<file path="config.mk">
export PLATFORM = sky130hd
export DESIGN_NAME = alu_sequencer
export DESIGN_NICKNAME = d
export VERILOG_FILES = /design/src/rtl/alu_sequencer.sv
export SDC_FILE = /design/constraint.sdc
export NUM_CORES = 1
export LEC_CHECK = 0
export CELL_PAD_IN_SITES_DETAIL_PLACEMENT = 0
export CELL_PAD_IN_SITES_GLOBAL_PLACEMENT = 1
export CORE_MARGIN = 3
export CORE_UTILIZATION = 41
export DETAILED_ROUTE_END_ITERATION = 10
export HOLD_SLACK_MARGIN = 0.15
export PLACE_DENSITY_LB_ADDON = 0.05
export SYNTH_ARGS = -nofsm -noshare
export SYNTH_HDL_FRONTEND = slang
export SYNTH_SLANG_ARGS = --single-unit
export TNS_END_PERCENT = 10
</file>
<file path="constraint.sdc">
create_clock -name clk -period 1.73 [get_ports clk]
set_input_delay 0.346 -clock clk [delete_from_list [all_inputs] [get_ports clk]]
set_output_delay 0.346 -clock clk [all_outputs]
set_load 0.01 [all_outputs]
</file>
<file path="src/rtl/alu_sequencer.sv">
// Three-state sequencer that drives an external 4-bit ALU from a 4x4 register file.
// Optional macro ALU_SEQ_PERF_EN builds a saturating retired-instruction counter on op_count.
module alu_sequencer (
   input  logic        clk,
   input  logic        rst_n,
   input  logic        instr_valid,
   output logic        instr_ready,
   input  logic [11:0] instr,
   output logic [3:0]  alu_a,
   output logic [3:0]  alu_b,
   output logic [1:0]  alu_sel,
   input  logic [3:0]  alu_out,
   input  logic        alu_carry,
   input  logic        alu_zero,
   output logic        res_valid,
   input  logic        res_ready,
   output logic [3:0]  res_data,
   output logic        carry_flag,
   output logic        zero_flag,
   output logic        busy,
   output logic [7:0]  op_count
);

   typedef enum logic [1:0] {IDLE, EXEC, EMIT} state_t;

   localparam logic [1:0] OP_ALU = 2'b00;
   localparam logic [1:0] OP_LDI = 2'b01;
   localparam logic [1:0] OP_OUT = 2'b10;

   state_t      state;
   logic [11:0] ir;
   logic [3:0]  rf [4];

   logic [1:0]  op;
   logic [1:0]  rd;
   logic [1:0]  rs1;
   logic        unused_sel;

   assign op  = ir[11:10];
   assign rd  = ir[7:6];
   assign rs1 = ir[5:4];
   // The ALU select is captured straight from instr at accept time.
   assign unused_sel = ^ir[9:8];

   assign instr_ready = (state == IDLE);
   assign busy        = (state != IDLE);

   // ALU operands are registered at accept: the register file cannot change
   // between accept and EXEC, so they equal the pre-write EXEC values.
   always_ff @(posedge clk or negedge rst_n) begin
      if (!rst_n) begin
         state      <= IDLE;
         ir         <= '0;
         for (int i = 0; i < 4; i++) rf[i] <= '0;
         alu_a      <= '0;
         alu_b      <= '0;
         alu_sel    <= '0;
         carry_flag <= 1'b0;
         zero_flag  <= 1'b0;
         res_valid  <= 1'b0;
         res_data   <= '0;
      end else begin
         case (state)
            IDLE: begin
               if (instr_valid) begin
                  ir    <= instr;
                  state <= EXEC;
                  if (instr[11:10] == OP_ALU) begin
                     alu_a   <= rf[instr[5:4]];
                     alu_b   <= rf[instr[3:2]];
                     alu_sel <= instr[9:8];
                  end
               end
            end
            EXEC: begin
               alu_a   <= '0;
               alu_b   <= '0;
               alu_sel <= '0;
               state   <= IDLE;
               case (op)
                  OP_ALU: begin
                     rf[rd]     <= alu_out;
                     carry_flag <= alu_carry;
                     zero_flag  <= alu_zero;
                  end
                  OP_LDI: rf[rd] <= ir[3:0];
                  OP_OUT: begin
                     res_data  <= rf[rs1];
                     res_valid <= 1'b1;
                     state     <= EMIT;
                  end
                  default: ;
               endcase
            end
            EMIT: begin
               if (res_ready) begin
                  res_valid <= 1'b0;
                  state     <= IDLE;
               end
            end
            default: state <= IDLE;
         endcase
      end
   end

`ifdef ALU_SEQ_PERF_EN
   logic [7:0] count;
   logic       retire;

   assign retire = ((state == EXEC) && (op != OP_OUT)) || ((state == EMIT) && res_ready);

   always_ff @(posedge clk or negedge rst_n) begin
      if (!rst_n)
         count <= '0;
      else if (retire && (count != 8'hFF))
         count <= count + 8'd1;
   end

   assign op_count = count;
`else
   assign op_count = 8'h00;
`endif

endmodule

</file>
==> flow_summary.toml <==
[sta]
fin_crit_ns = 1.65
fin_skew_ns = 0.00305
finalHoldViolCount = 0
rsz0062_at_grt = "yes"
final.period_utilization_pct = 95.1
setup_tns_ns = 0
tightest_slew_ns = 0.744
fmax_mhz = 608
setup_viol = 0
slew_viol_final = 0
slew_headroom_pct = 50.3
whs_ns = 0.488

[yosys]
ys_seq_area_share_pct = 52.8
synthTopCellsByArea = "dfrtp_1 (53%), mux2_1 (13%), mux4_2 (13%)"
synthDistinctLibCells = 24
ys_warn_count = 0
synth_top_area_cell = "dfrtp_1"
netlist.area_leader.share_pct = 52.8
ys_ff_latch = 45
postSynthCellCount = 134
netlist_area_um2 = 2130
synth_area_per_cell_um2 = 15.9

[placed_design]
numPortBuffers = 40
hpwl_um = 3350
routabilityCongestion = 0.764
dp.cells = 249

[layout]
drive_gt1_share_pct = 25.7
fillers = 414
fin_nets = 212
final_cells = 258
diodes = 0
area_delta_synth_final_pct = 31.0

[setup_path]
rrSetupSlack_ns = 0.10
r2r_cells = 4
cp-end-kind = "output pin"
required_ns = 1.38
r2r-start = "state[1]"
reg2reg_to = "rf[1]"
criticalPathCategory = "reg -> out"
path_max_fanout = 7
crit_arrival_ns = 1.30
cp-start-kind = "flip-flop"

[clock_network]
cts_tree = "yes"
htreeDepth = 2
cts-root-buf = "clkbuf_8"
clock_latency_ns = 0.29
cts_buffers = 5
cts_sinks = 45
cts_buffer_depth = 2
cts_setup_buffers = 0
clk_pin_slew_worst_paths_ns = 0.08

[drt]
dr.pass1.iters = 4
vias = 1342
routed_wl_um = 4350
drc = 0
drt_iter0_drc = 49
viasPerCell = 5.20
antenna_left = 0
drt-wirelength-per-cell_um = 16.8

[power_and_ir_drop]
powerDensity_nw_per_um2 = 1550
ir_drop_mv = 0.722
leakage_nw = 1.18
report.power.total_w = 0.00433

[worst_hold_path]
hold_end = "res_data[3]"
hold-path-cell-count = 1
hp-class = "reg -> reg"
min_from = "res_data[3]"

[floorplanning]
core_um2 = 4880
die_h_um = 78.1
die_area_um2 = 6100
start_util_pct = 43.7
std_cell_rows = 25
pin_count = 49
die_w_um = 78.1

[grt]
antenna_found_initial = 0
grt_max_degree = 46
gr-total-overflow = 0
grt_use_total_pct = 15.7
grt_pass1_vias = 1411
grt_pass1_wl_um = 7400

[job]
max_cap_viol_count = 0

[outcome]
status = "finished, final reports clean"
## report_power, final
part / total (W) / switching [W] / internal (W)
Combinational: 0.00154 / 0.000538 / 0.000997
Sequential: 0.00187 / 0.000396 / 0.00148
Clock: 0.000921 / 0.000347 / 0.000573
Total: 0.00433 / 0.00128 / 0.00305
## layout by cell type (no fill, tap or decap), drive strengths merged
cell type | Yosys | final
o21bai | 1 | 1
mux4 | 12 | 12
or3b | 1 | 1
clkinv | 0 | 1
dfrtp | 45 | 45
bufinv | 0 | 2
a22o | 10 | 10
nor4bb | 1 | 1
buf | 9 | 12
inv | 1 | 1
clkdlybuf4s50 | 0 | 37
nor2b | 1 | 1
nand3 | 1 | 1
nand3b | 2 | 2
nor2 | 2 | 2
nor3 | 1 | 1
dlygate4sd3 | 0 | 1
or2 | 1 | 1
conb | 1 | 8
nor3b | 6 | 6
dlygate4sd2 | 0 | 2
mux2 | 36 | 36
nand2b | 1 | 1
a21o | 1 | 1
clkbuf | 1 | 5
## metrics by stage
step | area, um^2 | setup slack (ns) | util [%]
finish | 2790 | 0.0840 | 57.2
global route | 2790 | -0.0353 | 57.2
CTS | 2790 | 0.0582 | 57.2
detailed placement | 2650 | -0.169 | 54.3
global placement | 2650 | -0.154 | 54.3
floorplan | 2160 | 0.170 | -
## worst max path at each step
| stage | from | to | slack [ns] |
|---|---|---|---|
| after floorplan | state[1] | rf[4] | 0.17 |
| after global placement | instr[4] | alu_a[2] | -0.15 |
| after detailed placement | instr[4] | alu_a[2] | -0.17 |
| after CTS | state[1] | busy | 0.06 |
| after global routing | state[1] | rf[1] | -0.04 |
| final | state[1] | busy | 0.08 |
## critical path: stages (launching register included)
cell           delay (ns)
dfrtp_1              0.41
buf_4                0.17
nor2_1               0.11
inv_1                0.04
dlygate4sd2_1        0.27
## Yosys cell counts
master,n
a21o_1,1
a22o_1,10
buf_2,1
buf_4,8
clkbuf_1,1
conb_1,1
dfrtp_1,45
inv_1,1
mux2_1,24
mux2_2,12
mux4_2,12
nand2b_1,1
nand3_1,1
nand3b_1,2
nor2_1,2
nor2b_1,1
nor3_4,1
nor3b_1,3
nor3b_2,2
nor3b_4,1
nor4bb_1,1
o21bai_1,1
or2_1,1
or3b_4,1
## registers in the layout (all words and copies together) (netlist names)
register / cells
rf: 16
ir: 10
alu_a: 4
alu_b: 4
res_data: 4
alu_sel: 2
state: 2
carry_flag: 1
res_valid: 1
zero_flag: 1
## cell families (layout without fill, tap and decap cells)
group / count (synthesis) / after routing / share of synthesized area [%]
AO/OA/AOI/OAI: 12 / 12 / 4.82
buffers and inverters: 11 / 61 / 3.41
flip-flops: 45 / 45 / 52.8
multiplexers: 48 / 48 / 31.7
other: 1 / 8 / 0.176
AND/OR/NAND/NOR: 17 / 17 / 7.05
## final cells by class
| class | instances | area, um^2 | share of cell area (%) |
|---|---|---|---|
| Inverter | 1 | 3.75 | 0.134 |
| Clock buffer | 5 | 68.8 | 2.47 |
| Sequential cell | 45 | 1130 | 40.3 |
| Clock inverter | 3 | 65.1 | 2.33 |
| Timing Repair Buffer | 52 | 485 | 17.4 |
| Multi-Input combinational cell | 85 | 958 | 34.3 |
| Tap cell | 67 | 83.8 | 3.00 |
## layer usage
metal	global-route usage, %	share of wire (%)	up-vias
met2	25.2	49	47
met1	21.8	46	683
met3	4.13	5.0	2
li1	-	-	610
met5	0	0	-
met4	3.15	0.28	0
## what timing repair did
action / in CTS / in global routing
endpoints found under the hold margin: 34 / 0
setup endpoints to repair: 2 / 5
hold buffers: 1 / 0
gates resized for setup: 2 / 0
pin swaps: 0 / 0
(Power assumes the default switching activity.)
